**src/rtl/ulpi_phy_reg_responder_if.sv**
```systemverilog
// ULPI PHY register-access bus: link-driven data/stp plus PHY-driven data/dir/nxt and write report.
// Latency: none (wires only).
// Backpressure: the PHY paces the link with nxt; the link can only abort with stp.
// Ports (signals): ulpi_data_i/ulpi_stp from the link; ulpi_data_o/ulpi_data_oe/ulpi_dir/ulpi_nxt
//                  from the PHY; reg_wr_stb/reg_wr_addr/reg_wr_data report committed writes.
interface ulpi_phy_reg_responder_if;
  logic [7:0] ulpi_data_i;
  logic       ulpi_stp;
  logic [7:0] ulpi_data_o;
  logic       ulpi_data_oe;
  logic       ulpi_dir;
  logic       ulpi_nxt;
  logic       reg_wr_stb;
  logic [5:0] reg_wr_addr;
  logic [7:0] reg_wr_data;

  // Link side: drives the bus and stp, observes everything the PHY returns.
  modport master (
    output ulpi_data_i, ulpi_stp,
    input  ulpi_data_o, ulpi_data_oe, ulpi_dir, ulpi_nxt,
    input  reg_wr_stb, reg_wr_addr, reg_wr_data
  );

  // PHY side: this responder.
  modport slave (
    input  ulpi_data_i, ulpi_stp,
    output ulpi_data_o, ulpi_data_oe, ulpi_dir, ulpi_nxt,
    output reg_wr_stb, reg_wr_addr, reg_wr_data
  );
endinterface

```
**src/rtl/ulpi_phy_reg_responder.sv**
```systemverilog
// PHY-side ULPI register responder: decodes link TX CMDs and serves reads/writes from a small register file.
// Latency: TX CMD to nxt = NXT_DELAY+1 cycles, TX CMD to read data = NXT_DELAY+3 cycles; write strobe 1 cycle after stp.
// Backpressure: nxt paces the link; stp aborts before data is accepted, is ignored during reads, and WR_STP waits for it forever.
// Ports: clk, reset (async, active-high); ulpi (slave modport) carrying the ULPI data/stp/dir/nxt
//        signals, the data output enable, and the committed-write report (stb/addr/data).
module ulpi_phy_reg_responder #(
  parameter int          REG_COUNT  = 16,
  parameter int          NXT_DELAY  = 0,
  parameter logic [15:0] VENDOR_ID  = 16'h0424,
  parameter logic [15:0] PRODUCT_ID = 16'h0009
) (
  input logic                     clk,
  input logic                     reset,
  ulpi_phy_reg_responder_if.slave ulpi
);

  typedef enum logic [2:0] {
    IDLE,
    CMD_WAIT,
    CMD_ACK,
    RD_TURN1,
    RD_DATA,
    RD_TURN2,
    WR_DATA,
    WR_STP
  } state_t;

  typedef logic [63:0][7:0] regfile_t;

  localparam logic [6:0] REG_LIMIT = 7'(REG_COUNT);
  // CMD_WAIT counts down to zero, so it is loaded with one less than the delay.
  localparam logic [3:0] WAIT_INIT = 4'((NXT_DELAY > 0) ? (NXT_DELAY - 1) : 0);

  function automatic regfile_t init_regs();
    regfile_t r;
    r    = '0;
    r[0] = VENDOR_ID[7:0];
    r[1] = VENDOR_ID[15:8];
    r[2] = PRODUCT_ID[7:0];
    r[3] = PRODUCT_ID[15:8];
    return r;
  endfunction

  localparam regfile_t REG_INIT = init_regs();

  state_t     state;
  logic [5:0] addr;
  logic       is_rd;
  logic [3:0] wait_cnt;
  logic [7:0] wr_latch;

  // Full 64-entry address space; entries at or above REG_COUNT are never
  // written, so they stay zero and reads of them naturally return 8'h00.
  regfile_t   regs;

  logic [5:0] cmd_addr;
  logic       cmd_go;
  logic       wr_commit;
  logic       wr_allowed;

  assign cmd_addr   = ulpi.ulpi_data_i[5:0];
  // Bit 7 set means register write (10) or read (11); 6'h2F is the extended
  // register escape, which this model does not implement.
  assign cmd_go     = ulpi.ulpi_data_i[7] && (cmd_addr != 6'h2F);
  assign wr_commit  = (state == WR_STP) && ulpi.ulpi_stp;
  // ID registers are read-only; out-of-range writes are handshaken and reported but dropped.
  assign wr_allowed = (addr >= 6'd4) && ({1'b0, addr} < REG_LIMIT);

  always_ff @(posedge clk or posedge reset) begin
    if (reset) begin
      regs <= REG_INIT;
    end else if (wr_commit && wr_allowed) begin
      regs[addr] <= wr_latch;
    end
  end

  always_ff @(posedge clk or posedge reset) begin
    if (reset) begin
      state             <= IDLE;
      addr              <= '0;
      is_rd             <= 1'b0;
      wait_cnt          <= '0;
      wr_latch          <= '0;
      ulpi.ulpi_data_o  <= '0;
      ulpi.ulpi_data_oe <= 1'b0;
      ulpi.ulpi_dir     <= 1'b0;
      ulpi.ulpi_nxt     <= 1'b0;
      ulpi.reg_wr_stb   <= 1'b0;
      ulpi.reg_wr_addr  <= '0;
      ulpi.reg_wr_data  <= '0;
    end else begin
      // Outputs default to the idle bus; each state below re-asserts what the
      // next state needs, so every output is a registered function of state.
      ulpi.ulpi_data_o  <= '0;
      ulpi.ulpi_data_oe <= 1'b0;
      ulpi.ulpi_dir     <= 1'b0;
      ulpi.ulpi_nxt     <= 1'b0;
      ulpi.reg_wr_stb   <= 1'b0;

      case (state)
        IDLE: begin
          if (cmd_go) begin
            addr  <= cmd_addr;
            is_rd <= ulpi.ulpi_data_i[6];
            if (NXT_DELAY == 0) begin
              state         <= CMD_ACK;
              ulpi.ulpi_nxt <= 1'b1;
            end else begin
              state    <= CMD_WAIT;
              wait_cnt <= WAIT_INIT;
            end
          end
        end

        CMD_WAIT: begin
          if (ulpi.ulpi_stp) begin
            state <= IDLE;
          end else if (wait_cnt == 4'd0) begin
            state         <= CMD_ACK;
            ulpi.ulpi_nxt <= 1'b1;
          end else begin
            wait_cnt <= wait_cnt - 4'd1;
          end
        end

        CMD_ACK: begin
          if (ulpi.ulpi_stp) begin
            state <= IDLE;
          end else if (is_rd) begin
            state         <= RD_TURN1;
            ulpi.ulpi_dir <= 1'b1;
          end else begin
            state         <= WR_DATA;
            ulpi.ulpi_nxt <= 1'b1;
          end
        end

        // Read turnaround: dir rises one cycle before we drive the bus.
        RD_TURN1: begin
          state             <= RD_DATA;
          ulpi.ulpi_dir     <= 1'b1;
          ulpi.ulpi_data_oe <= 1'b1;
          ulpi.ulpi_data_o  <= regs[addr];
        end

        RD_DATA: begin
          state <= RD_TURN2;
        end

        RD_TURN2: begin
          state <= IDLE;
        end

        WR_DATA: begin
          if (ulpi.ulpi_stp) begin
            state <= IDLE;
          end else begin
            state    <= WR_STP;
            wr_latch <= ulpi.ulpi_data_i;
          end
        end

        WR_STP: begin
          if (ulpi.ulpi_stp) begin
            state            <= IDLE;
            ulpi.reg_wr_stb  <= 1'b1;
            ulpi.reg_wr_addr <= addr;
            ulpi.reg_wr_data <= wr_latch;
          end
        end

        default: state <= IDLE;
      endcase
    end
  end

endmodule

```
**src/flat_wrapper.sv**
```systemverilog
// flat-port wrapper written by rule: the top's interface ports become plain ports
module ulpi_phy_reg_responder_flat 
#(
  parameter int          REG_COUNT  = 16,
  parameter int          NXT_DELAY  = 0,
  parameter logic [15:0] VENDOR_ID  = 16'h0424,
  parameter logic [15:0] PRODUCT_ID = 16'h0009
)
  (clk, reset, ulpi_ulpi_data_i, ulpi_ulpi_stp, ulpi_ulpi_data_o, ulpi_ulpi_data_oe, ulpi_ulpi_dir, ulpi_ulpi_nxt, ulpi_reg_wr_stb, ulpi_reg_wr_addr, ulpi_reg_wr_data);
  ulpi_phy_reg_responder_if ulpi_i ();
  input logic clk;
  input logic reset;
  input wire logic [$bits(ulpi_i.ulpi_data_i)-1:0] ulpi_ulpi_data_i;
  input wire logic [$bits(ulpi_i.ulpi_stp)-1:0] ulpi_ulpi_stp;
  output wire logic [$bits(ulpi_i.ulpi_data_o)-1:0] ulpi_ulpi_data_o;
  output wire logic [$bits(ulpi_i.ulpi_data_oe)-1:0] ulpi_ulpi_data_oe;
  output wire logic [$bits(ulpi_i.ulpi_dir)-1:0] ulpi_ulpi_dir;
  output wire logic [$bits(ulpi_i.ulpi_nxt)-1:0] ulpi_ulpi_nxt;
  output wire logic [$bits(ulpi_i.reg_wr_stb)-1:0] ulpi_reg_wr_stb;
  output wire logic [$bits(ulpi_i.reg_wr_addr)-1:0] ulpi_reg_wr_addr;
  output wire logic [$bits(ulpi_i.reg_wr_data)-1:0] ulpi_reg_wr_data;
  assign ulpi_i.ulpi_data_i = ulpi_ulpi_data_i;
  assign ulpi_i.ulpi_stp = ulpi_ulpi_stp;
  assign ulpi_ulpi_data_o = ulpi_i.ulpi_data_o;
  assign ulpi_ulpi_data_oe = ulpi_i.ulpi_data_oe;
  assign ulpi_ulpi_dir = ulpi_i.ulpi_dir;
  assign ulpi_ulpi_nxt = ulpi_i.ulpi_nxt;
  assign ulpi_reg_wr_stb = ulpi_i.reg_wr_stb;
  assign ulpi_reg_wr_addr = ulpi_i.reg_wr_addr;
  assign ulpi_reg_wr_data = ulpi_i.reg_wr_data;
  ulpi_phy_reg_responder #(.REG_COUNT(REG_COUNT), .NXT_DELAY(NXT_DELAY), .VENDOR_ID(VENDOR_ID), .PRODUCT_ID(PRODUCT_ID)) u_core (.clk(clk), .reset(reset), .ulpi(ulpi_i));
endmodule
```
**config.mk**
```make
export PLATFORM = sky130hd
export DESIGN_NAME = ulpi_phy_reg_responder_flat
export DESIGN_NICKNAME = d
export VERILOG_FILES = /design/src/rtl/ulpi_phy_reg_responder_if.sv /design/src/rtl/ulpi_phy_reg_responder.sv /design/src/flat_wrapper.sv
export SDC_FILE = /design/constraint.sdc
export NUM_CORES = 1
export LEC_CHECK = 0
export BUFFER_PORTS_ARGS = -buffer_cell sky130_fd_sc_hd__clkbuf_2
export CORE_ASPECT_RATIO = 2
export CORE_MARGIN = 4
export CORE_UTILIZATION = 54
export DETAILED_ROUTE_END_ITERATION = 16
export PLACE_DENSITY = 0.7
export SYNTH_ARGS = -nofsm -noshare
export SYNTH_HDL_FRONTEND = slang
export SYNTH_SLANG_ARGS = --single-unit
```
**constraint.sdc**
```tcl
create_clock -name clk -period 22.1 [get_ports clk]
set_clock_uncertainty 0.05 [all_clocks]
set_input_delay 1.105 -clock clk [delete_from_list [all_inputs] [get_ports clk]]
set_output_delay 1.105 -clock clk [all_outputs]
set_load 0.01 [all_outputs]
```
# Word-level counts from Yosys, hierarchy flattened
# Index checks and enable logic that the tools add are counted.
# word_totals
ff_bits,560
word_cells,132
output_inout_bits,26
# op_classes
n_reduce_logical,12
n_addsub,1
magnitude_cmp,4
bitwise_logic,2
eq_ne,11
n_mux,26
# ops
operator,count
bitwise mux 512 bit,1
binary-select mux 8 bit (select 6 bit),1
demux 8 bit (select 6 bit),1
2-to-1 mux 8 bit,3
one-hot mux 3 bit (8 select lines),1
2-to-1 mux 3 bit,7
equality test 3 bit (second input constant),4
2-to-1 mux 1 bit,10
< comparator 6 x 7 -> 1 bit (second input constant),1
equality test 3 x 2 -> 1 bit (second input constant),2
>= comparator 6 x 1 -> 1 bit (second input constant),1
>= comparator 6 x 3 -> 1 bit (second input constant),1
< comparator 6 x 5 -> 1 bit (second input constant),1
inequality test 6 bit (second input constant),1
AND reduction 2 bit,3
AND reduction 3 bit,2
logical AND 1 bit,5
zero test 4 bit,1
subtractor 4 x 1 -> 4 bit (second input constant),1
equality test 3 x 1 -> 1 bit (second input constant),1
zero test 3 bit,1
inequality test 3 x 2 -> 1 bit (second input constant),1
one-hot mux 1 bit (3 select lines),1
inequality test 2 x 1 -> 1 bit (second input constant),1
other kinds (3),4

# Depth between registers and ports, before layout
# Gate-level depths: netlist (run 1).
# depth
depth_word,5
depth_mapped,9

# Worst setup path after synthesis (run 1)
# OpenSTA, ideal clock, no wires.
# synth_path
path_type,input to register
from,input port ulpi_ulpi_stp
to,register u_core.regs[88] (netlist bit)
stages,8
slack_ns,19.405
arrival_time_ns,2.521
t_required_ns,21.925
path_buffers,3
path_cell_list,buf_2 nand4_1 buf_2 inv_1 and3_1 clkbuf_1 nand3_1 mux2_2
# synth_via
elab_chain_len,2
# synth_rtl
element,line_no,text
"start, declared",flat_wrapper.sv:14,input wire logic [$bits(ulpi_i.ulpi_stp)-1:0] ulpi_ulpi_stp;
logical AND 1 bit,ulpi_phy_reg_responder.sv:65,assign wr_commit = (state == WR_STP) && ulpi.ulpi_stp;
logical AND 1 bit,ulpi_phy_reg_responder.sv:72,end else if (wr_commit && wr_allowed) begin
"end signal, assigned by index",ulpi_phy_reg_responder.sv:73,regs[addr] <= wr_latch;
"end, declared",ulpi_phy_reg_responder.sv:54,regfile_t regs;
# No other way between the ends.
# A chain may end at the register's enable or synchronous reset.

==> metrics.cfg, run 1 <==
[route]
drt_iter0_drc=842
viasPerCell=5.778
wl_per_cell_um=23.93
drc=0
wirelength_um=44870
vias=10830
first_pass_iters=5
drtAntennaViolNets=0

[sta]
fmax_mhz=236.6
fin_setup_tns_ns=0
finalCritPeriodShare_pct=19.13
finalCriticalPeriod_ns=4.227
finalSetupViolations=0
rsz0062_at_grt=false
slew_violations=0
whs_ns=0.3157
hold_viol_final=0
worst_pin_slew_ns=1.144
setup_slack_ns=17.87
slew_headroom_pct=23.13

[layout]
drive_gt1_share_pct=23.11
multi_input_area_um2=5650
area.sequential_um2=14030
area_delta_synth_final_pct=3.169
antennaDiodeCount=0
nNetsFinal=1326
num-fill-cells=3037
stdcell_count=1875

[clock_tree]
cts.clk_slew.worst_paths_ns=0.07
cts_hold_buf=0
clk_latency_ns=0.58
cts_max_level=2
cts.sinks=560
cts-root-buf=clkbuf_16
clockBufferDepth=3
cts_made_buffers=46
ctsResizeCount=0
cts_tree=done
cts_setup_buffers=0

[synthesis]
async_flop_share_pct=100.0
synth_cell_types=54
ys_seq_area_share_pct=64.79
synth_enable_flop_cells=0
synth_ff_type=dfrtp_1
synth_nets=1728
synth-compound-area-share_pct=8.616
synth_fa_ha_area_share_pct=0.05782
yosys_register_bits=560
yosys.area_share.simple_pct=3.464
syn_inst=1716
syn_avg_cell_area_um2=12.61
synthMuxAreaShare_pct=13.73
synth_top_family_by_area=multiplexers
syn_area_um2=21640
ys_warn_count=0
synth_xor_area_share_pct=0.08095

[grt]
grt_pass1_wl_um=70500
grt_overflow_total=0
track_usage_pct=21.17
grt_pass1_vias=11830
grt_max_degree=200
antenna_found_initial=0

[outcome]
status=complete, no violations

[power]
ir_drop_uv=72.42
leakagePower_uw=0.01068
p_per_area_nw_per_um2=114.1

[floorplan]
die_h_um=291.1
dieArea_um2=43530
num_rows=103
core_um2=39560
start_util_pct=54.69
die_w_um=149.5
pin_count=37

[setup_path]
worst_ep_arrival_time_ns=4.64
cp_max_fo=199
cp_num_buf_inv=5
max_stage_delay_ns=0.90
cp_num_cells=5
cp-end-kind=async pin
required_ns=22.51
cp_cell_sequence=clkbuf_2 -> inv_8 -> buf_12 -> buf_4 -> buf_4
slowest_stage=buf_4
worstSetupPathType=in2async
start_kind=primary input
crit_top_cell=buf_4
ff2ff_path_depth=8
crit_family=buffers and inverters

[placement]
place_congestion=0.8174
port_buffers=36
pre_cts_slack_ns=17.12
hpwlAfterDp_um=28560
dp_cells=1791

[run]
drv_cap=0

[hold_path]
hold_depth=0
hp-class=reg2reg

-- per-stage QoR --
stage / cell area (µm²) / power, µW / utilization (%)
6_report: 22320 / 2548 / 56.42
5_1_grt: 22320 / 2647 / 56.42
4_1_cts: 22320 / 2569 / 56.42
2_1_floorplan: 21640 / 1508 / -
3_3_place_gp: 20730 / 1705 / 52.41
3_5_place_dp: 20730 / 1713 / 52.41
-- routing by layer --
layer	up-vias	GRT usage, %	routed length, µm
met5	-	0	0
met2	304	35.53	23350
met4	0	8.181	1757
met3	89	3.084	1959
li1	4851	-	-
met1	5590	28.02	17800
-- path summary, 6_finish.rpt --
check / start / to / slack (ns)
max: reset / u_core.addr[0] / 17.87
min: u_core.regs[5] / u_core.regs[5] / 0.32
max reg2reg: u_core.addr[0] / u_core.ulpi.ulpi_data_o[1] / 18.29
min reg2reg: u_core.regs[5] / u_core.regs[5] / 0.32
max in group clk: u_core.addr[0] / u_core.ulpi.ulpi_data_o[1] / 18.29
min in group asynchronous: reset / u_core.regs[439] / 0.68
-- placed cells by master (no fill, tap or decap), drive strengths merged, types with 2 or more instances in the layout --
cell type  instances
nor3              17
a22o              15
o22ai             48
o211ai             4
dfstp              5
mux2i             73
dfrtp            555
mux2             111
nand3             12
a22oi             72
nand2             59
o22a               3
bufinv             5
nor2              31
mux4              44
and3               2
a221oi            27
clkbuf           105
a32oi             13
nand2b             7
nand4              2
a31oi              3
o221ai             6
a21oi             23
nor3b              2
or2                3
o31a               6
buf               21
o21ai             19
nor4               4
o2111ai            4
nor2b              2
or3                6
clkinv             7
o21a               2
a211oi             4
o32ai              3
inv               13
-- Yosys cell counts, drive strengths merged (2+ instances only) --
library cell	instances	share of area (%)
dfrtp	555	64
clkbuf	467	8.1
mux2	111	5.8
mux2i	73	3.4
a22oi	72	2.5
nand2	59	1.0
o22ai	48	1.4
mux4	44	4.6
buf	40	0.97
nor2	31	0.56
a221oi	27	1.1
a21oi	23	0.53
o21ai	19	0.44
nor3	17	0.45
a22o	15	0.61
a32oi	13	0.53
nand3	12	0.28
inv	11	0.19
nand2b	7	0.20
o221ai	6	0.24
o31a	6	0.24
or3	6	0.17
dfstp	5	0.61
a211oi	4	0.14
nor4	4	0.25
o2111ai	4	0.16
o211ai	4	0.14
a31oi	3	0.087
o22a	3	0.12
o32ai	3	0.12
or2	3	0.087
and3	2	0.058
nand4	2	0.058
nor2b	2	0.058
nor3b	2	0.14
o21a	2	0.069
-- power by group --
group / internal [µW] / switching (µW)
logic: 168 / 345
clock network: 488 / 369
registers: 1060 / 114
-- flip-flops by register name, indices dropped and copies added, names as in the netlist --
register / flops
u_core.ulpi.reg_wr_stb: 1
u_core.state: 3
u_core.ulpi.reg_wr_addr: 6
u_core.ulpi.ulpi_data_o: 8
u_core.addr: 6
u_core.ulpi.reg_wr_data: 8
u_core.is_rd: 1
u_core.ulpi.ulpi_dir: 1
u_core.ulpi.ulpi_data_oe: 1
u_core.regs: 512
u_core.wait_cnt: 4
u_core.ulpi.ulpi_nxt: 1
u_core.wr_latch: 8
-- kinds of logic after synthesis --
logic type	Yosys count
and+or+nand+nor	150
DFF	560
AOI/OAI and AO/OA	257
xor gates and xnor gates	2
buffers and inverters	518
muxes	228
adders and majority gates	1
-- worst register-to-register path: stages (launching register included) --
cell       delay (ns)
dfrtp_4          0.82
buf_4            0.69
nor2b_4          0.65
buf_4            0.45
a22oi_1          0.17
o221ai_1         0.42
o21ai_0          0.22
o2111ai_1        0.13
o31a_1           0.17
-- final cells by class --
type | count | area share [%]
flip-flops and latches | 560 | 62.84
repair buffers | 57 | 1.569
well taps | 525 | 2.942
clock buffers | 69 | 6.126
multi-input cells | 638 | 25.31
clock inverters | 15 | 0.9920
inverters | 11 | 0.2186
(Power assumes the default switching activity.)
==> inputs of run 2 (changes only) <==
Clock period 22.1 ns to 4.03 ns, I/O delays scaled along.
==> metrics.cfg, run 2 (synthesis gave the netlist of run 1 again) <==
[grt]
antenna_found_initial=0  ; unchanged
grt_pass1_vias=12000  ; +1.5%
grt_pass1_wl_um=71740  ; +1.8%
track_usage_pct=21.48  ; +0.31 points
grt_max_degree=121  ; -40%
grt_overflow_total=0  ; unchanged

[sta]
fin_setup_tns_ns=0  ; unchanged
worst_pin_slew_ns=1.123  ; -0.02078 ns
finalCritPeriodShare_pct=79.21
slew_headroom_pct=24.53  ; +1.4 points
fmax_mhz=313.3
rsz0062_at_grt=false
finalCriticalPeriod_ns=3.192
slew_violations=0  ; unchanged
finalSetupViolations=0  ; unchanged
hold_viol_final=0  ; unchanged
whs_ns=0.2129  ; -0.1028 ns

[placement]
hpwlAfterDp_um=30080  ; +5.3%
port_buffers=36  ; unchanged
place_congestion=0.8562  ; +4.7%

[setup_path]
crit_family=compound AO/OA/AOI/OAI gates
start_kind=flop
required_ns=4.40  ; -18.11 ns
cp-end-kind=flop
cp_cell_sequence=buf_12 -> mux4_2 -> a32oi_1 -> o211ai_1 -> a2111oi_0 -> a31oi_1
r2r_setup_slack_ns=0.84  ; -17.45 ns
max_stage_delay_ns=0.76  ; -0.14 ns
worst_ep_arrival_time_ns=3.56  ; -1.08 ns
cp_max_fo=38  ; -81%
worstSetupPathType=reg2reg
slowest_stage=dfrtp_4
ff2ff_path_depth=6  ; -2
worstReg2RegEnd=u_core.ulpi.ulpi_data_o[6]
r2r_start=u_core.addr[0]
cp_num_buf_inv=1  ; -4

[hold_path]
hp-class=in2async

[route]
drtAntennaViolNets=0  ; unchanged
drt_iter0_drc=868  ; +3.1%
viasPerCell=5.730  ; -0.84%
drc=0  ; unchanged
wirelength_um=45180  ; +0.68%
first_pass_iters=5  ; unchanged
vias=10880  ; +0.43%
wl_per_cell_um=23.79  ; -0.59%

[floorplan]
num_rows=103  ; unchanged
pin_count=37  ; unchanged
die_h_um=291.1  ; unchanged
die_w_um=149.5  ; unchanged
dieArea_um2=43530  ; unchanged
start_util_pct=54.69  ; unchanged
core_um2=39560  ; unchanged

[clock_tree]
clk_latency_ns=0.56  ; -0.02 ns
cts.clk_slew.worst_paths_ns=0.07  ; about the same
cts.sinks=560  ; unchanged
cts_hold_buf=10  ; +10
cts_made_buffers=45  ; -2.2%
cts_max_level=2  ; unchanged
cts_tree=done
cts_setup_buffers=0  ; unchanged
ctsResizeCount=0  ; unchanged
cts-root-buf=clkbuf_16
clockBufferDepth=3  ; unchanged

[power]
finalPower_uw=14050  ; +450%
internal_power_uw=9550  ; +460%
p_sw_share_pct=32.02  ; -0.48 points
ir_drop_uv=335.4  ; +360%
p_switching_uw=4497  ; +440%
p_per_area_nw_per_um2=620.6  ; +440%
power_frac_comb_pct=21.2  ; +1.1 points
pwr-share-clk_pct=33.5  ; -0.2 points
leakagePower_uw=0.01084  ; +1.5%
seq_power_share_pct=45.3  ; -0.9 points

[layout]
area_delta_synth_final_pct=4.603
antennaDiodeCount=0  ; unchanged
regMostFlops=u_core.regs
drive_gt1_share_pct=24.02  ; +0.91 points
num-fill-cells=3062  ; +0.82%
final_common_cell=dfrtp_1
nNetsFinal=1350  ; +1.8%
largest_reg_flops=512  ; unchanged
layout_common_cells=552 x dfrtp_1, 111 x mux2_2, 73 x mux2i_1

[outcome]
status=complete, no violations

[run]
drv_cap=0  ; unchanged

## run 2: per-stage QoR
stage | setup WS [ns] | std cells | area [µm²] | utilization, %
floorplan | -3.841 | 1716 | 21640 | -
global placement | 0.9636 | 1806 | 20940 | 52.94
detailed placement | 0.8406 | 1806 | 20940 | 52.94
CTS | 0.8374 | 1899 | 22630 | 57.21
global route | 0.6921 | 1899 | 22630 | 57.21
finish | 0.8380 | 1899 | 22630 | 57.21
## run 2: power by group through the flow
| stage | clock network (µW) | logic [µW] | registers [µW] |
|---|---|---|---|
| floorplan | 0 | 2180 | 6090 |
| global placement | 0 | 2950 | 6450 |
| detailed placement | 0 | 2990 | 6470 |
| CTS | 4810 | 3000 | 6360 |
| global route | 5030 | 3160 | 6410 |
| finish | 4710 | 2980 | 6360 |
## run 2: worst reg2reg max path, delay by kind of cell (launching register included)
kind | cells | cell delay, ns
DFF | 1 | 0.76
buffers and inverters | 1 | 0.36
muxes | 1 | 0.60
AOI/OAI and AO/OA | 4 | 1.29
## run 2: layer usage
metal / share of wire [%] / GRT usage (%) / vias up
li1: - / - / 4883
met1: 39 / 27.66 / 5601
met2: 52 / 35.82 / 288
met3: 3.7 / 3.209 / 109
met4: 5.3 / 10.24 / 0
met5: 0 / 0 / -
## run 2: worst max path at each step
stage / start / endpoint / slack, ns / cells after the start
after global placement: u_core.addr[0] / u_core.ulpi.ulpi_data_o[6] / 0.96 / 6
after floorplan: reset / u_core.addr[0] / -3.84 / 1
final: u_core.addr[0] / u_core.ulpi.ulpi_data_o[6] / 0.84 / 6
after detailed placement: u_core.addr[0] / u_core.ulpi.ulpi_data_o[6] / 0.84 / 6
after global routing: u_core.addr[0] / u_core.ulpi.ulpi_data_o[6] / 0.69 / 6
after CTS: u_core.addr[0] / u_core.ulpi.ulpi_data_o[6] / 0.84 / 6
## run 2: layout make-up
class	count	area [µm²]	share of cell area [%]
multi-input cells	638	5650	24.96
inverters	11	45.04	0.1990
repair buffers	82	663.1	2.930
clock buffers	63	1325	5.854
flip-flops and latches	560	14030	61.98
well taps	525	656.9	2.902
clock inverters	20	265.3	1.172
==> inputs of run 3 (changes only) <==
Clock period 4.03 ns to 3.3 ns, I/O delays scaled along.
==> metrics.cfg, run 3 (synthesis gave the netlist of run 1 again) <==
[outcome]
status=complete, no violations

[layout]
nNetsFinal=1363  ; +0.96%
regMostFlops=u_core.regs
stdcell_count=1914  ; +0.79%
fin_util_pct=57.66  ; +0.45 points
drive_gt1_share_pct=24.69  ; +0.68 points
largest_reg_flops=512  ; unchanged
antennaDiodeCount=0  ; unchanged
final_common_cell=dfrtp_1
layout_common_cells=552 x dfrtp_1, 111 x mux2_2, 73 x mux2i_1
area_delta_synth_final_pct=5.429

[clock_tree]
cts.sinks=560  ; unchanged
ctsResizeCount=0  ; unchanged
cts.clk_slew.worst_paths_ns=0.07  ; about the same
cts_made_buffers=47  ; +4.4%
cts_tree=done
cts_hold_buf=10  ; unchanged
cts_max_level=2  ; unchanged
cts-root-buf=clkbuf_16
clockBufferDepth=3  ; unchanged
clk_latency_ns=0.57  ; about the same
cts_setup_buffers=0  ; unchanged

[floorplan]
num_rows=103  ; unchanged
dieArea_um2=43530  ; unchanged
core_um2=39560  ; unchanged
die_h_um=291.1  ; unchanged
pin_count=37  ; unchanged
start_util_pct=54.69  ; unchanged
die_w_um=149.5  ; unchanged

[grt]
grt_max_degree=84  ; -31%
antenna_found_initial=0  ; unchanged
track_usage_pct=21.62  ; +0.14 points
grt_overflow_total=0  ; unchanged
grt_pass1_wl_um=72220  ; +0.67%
grt_pass1_vias=12130  ; +1.1%

[run]
drv_cap=0  ; unchanged

[route]
wl_per_cell_um=23.90  ; +0.47%
drt_iter0_drc=759  ; -13%
wirelength_um=45750  ; +1.3%
first_pass_iters=7  ; +2
drc=0  ; unchanged
vias=10990  ; +1.0%
drtAntennaViolNets=0  ; unchanged
viasPerCell=5.743  ; +0.24%

[sta]
slew_headroom_pct=35.98  ; +11 points
worst_pin_slew_ns=0.9603  ; -0.1631 ns
whs_ns=0.2889  ; +0.07608 ns
hold_viol_final=0  ; unchanged
fmax_mhz=366.3  ; +17%
finalCritPeriodShare_pct=82.73  ; +3.5 points
slew_violations=0  ; unchanged
finalCriticalPeriod_ns=2.730  ; -0.4620 ns
rsz0062_at_grt=false
fin_setup_tns_ns=0  ; unchanged
finalSetupViolations=0  ; unchanged

[power]
p_per_area_nw_per_um2=762.5  ; +23%
finalPower_uw=17400  ; +24%
leakagePower_uw=0.01091  ; +0.59%
ir_drop_uv=446.8  ; +33%

[placement]
place_congestion=0.8443  ; -1.4%
hpwlAfterDp_um=30830  ; +2.5%
dp_cells=1817  ; +0.61%
port_buffers=36  ; unchanged

[setup_path]
cp_num_buf_inv=1  ; unchanged
cp_max_fo=36  ; -5.3%
worst_ep_arrival_time_ns=3.14  ; -0.42 ns
required_ns=3.71  ; -0.69 ns
max_stage_delay_ns=0.64  ; -0.12 ns
cp-end-kind=flop
worstSetupPathType=reg2reg
slowest_stage=dfrtp_4
start_kind=flop
cp_cell_sequence=and2_2 -> buf_12 -> a221oi_1 -> nor3_1 -> nor4_1 -> o211ai_1 -> o31a_1
crit_family=simple AND/OR/NAND/NOR gates

[hold_path]
hp-class=in2async

run 3: cell types whose count changed in the layout (fill, tap and decap cells not counted):
| cell | delta |
|---|---|
| buf_4 | +7 |
| clkbuf_8 | -6 |
| clkinvlp_4 | +6 |
| buf_12 | +4 |
| clkinv_2 | -3 |
| clkbuf_1 | +2 |
| clkbuf_16 | +2 |
| bufinv_16 | +1 |
| clkinv_4 | +1 |
| inv_6 | +1 |
| nor3_2 | +1 |
| nor3_4 | -1 |
run 3: cell type report:
class	instances	area, µm²
Clock inverter	26	342.8
Inverter	11	45.04
Fill cell	3043	16750
Clock buffer	61	1300
Sequential cell	560	14030
Timing Repair Buffer	93	795.8
Tap cell	525	656.9
Multi-Input combinational cell	638	5644
run 3: worst paths after layout:
check                                     start                          to  slack [ns]  depth (start not counted)
max in group asynchronous                 reset            u_core.regs[474]        1.86                          5
worst min register to register  u_core.regs[10]             u_core.regs[10]        0.32                          0
min in group clk                u_core.regs[10]             u_core.regs[10]        0.32                          0
worst min-delay path                      reset            u_core.regs[145]        0.29                          3
worst max-delay path             u_core.addr[0]  u_core.ulpi.ulpi_data_o[0]        0.57                          7
worst max register to register   u_core.addr[0]  u_core.ulpi.ulpi_data_o[0]        0.57                          7
run 3: per-stage QoR:
stage / area [µm²] / worst slack [ns]
final: 22810 / 0.5700
after global routing: 22810 / 0.3607
after CTS: 22810 / 0.5062
after detailed placement: 21070 / 0.5062
after global placement: 21070 / 0.5205
after floorplan: 21640 / -4.535
run 3: routing by layer:
metal	global-route usage [%]	part of all wire [%]	vias up
li1	-	-	4943
met1	27.80	39	5624
met2	35.90	51	314
met3	3.022	4.1	112
met4	11.02	5.7	0
met5	0	0	-
run 3: power breakdown:
part           internal, µW  total, µW  switching [µW]  leakage (µW)
Clock                  3360       5900            2540      0.000792
Combinational          1330       3710            2380       0.00236
Sequential             7130       7780             656       0.00776
Total                 11800      17400            5580        0.0109
run 3: worst register-to-register path, delay by kind of cell, from the launching register on:
| kind | cells | cell delay, ns |
|---|---|---|
| compound gates | 3 | 0.84 |
| buf+inv | 1 | 0.24 |
| simple gates | 3 | 0.86 |
| flops | 1 | 0.64 |
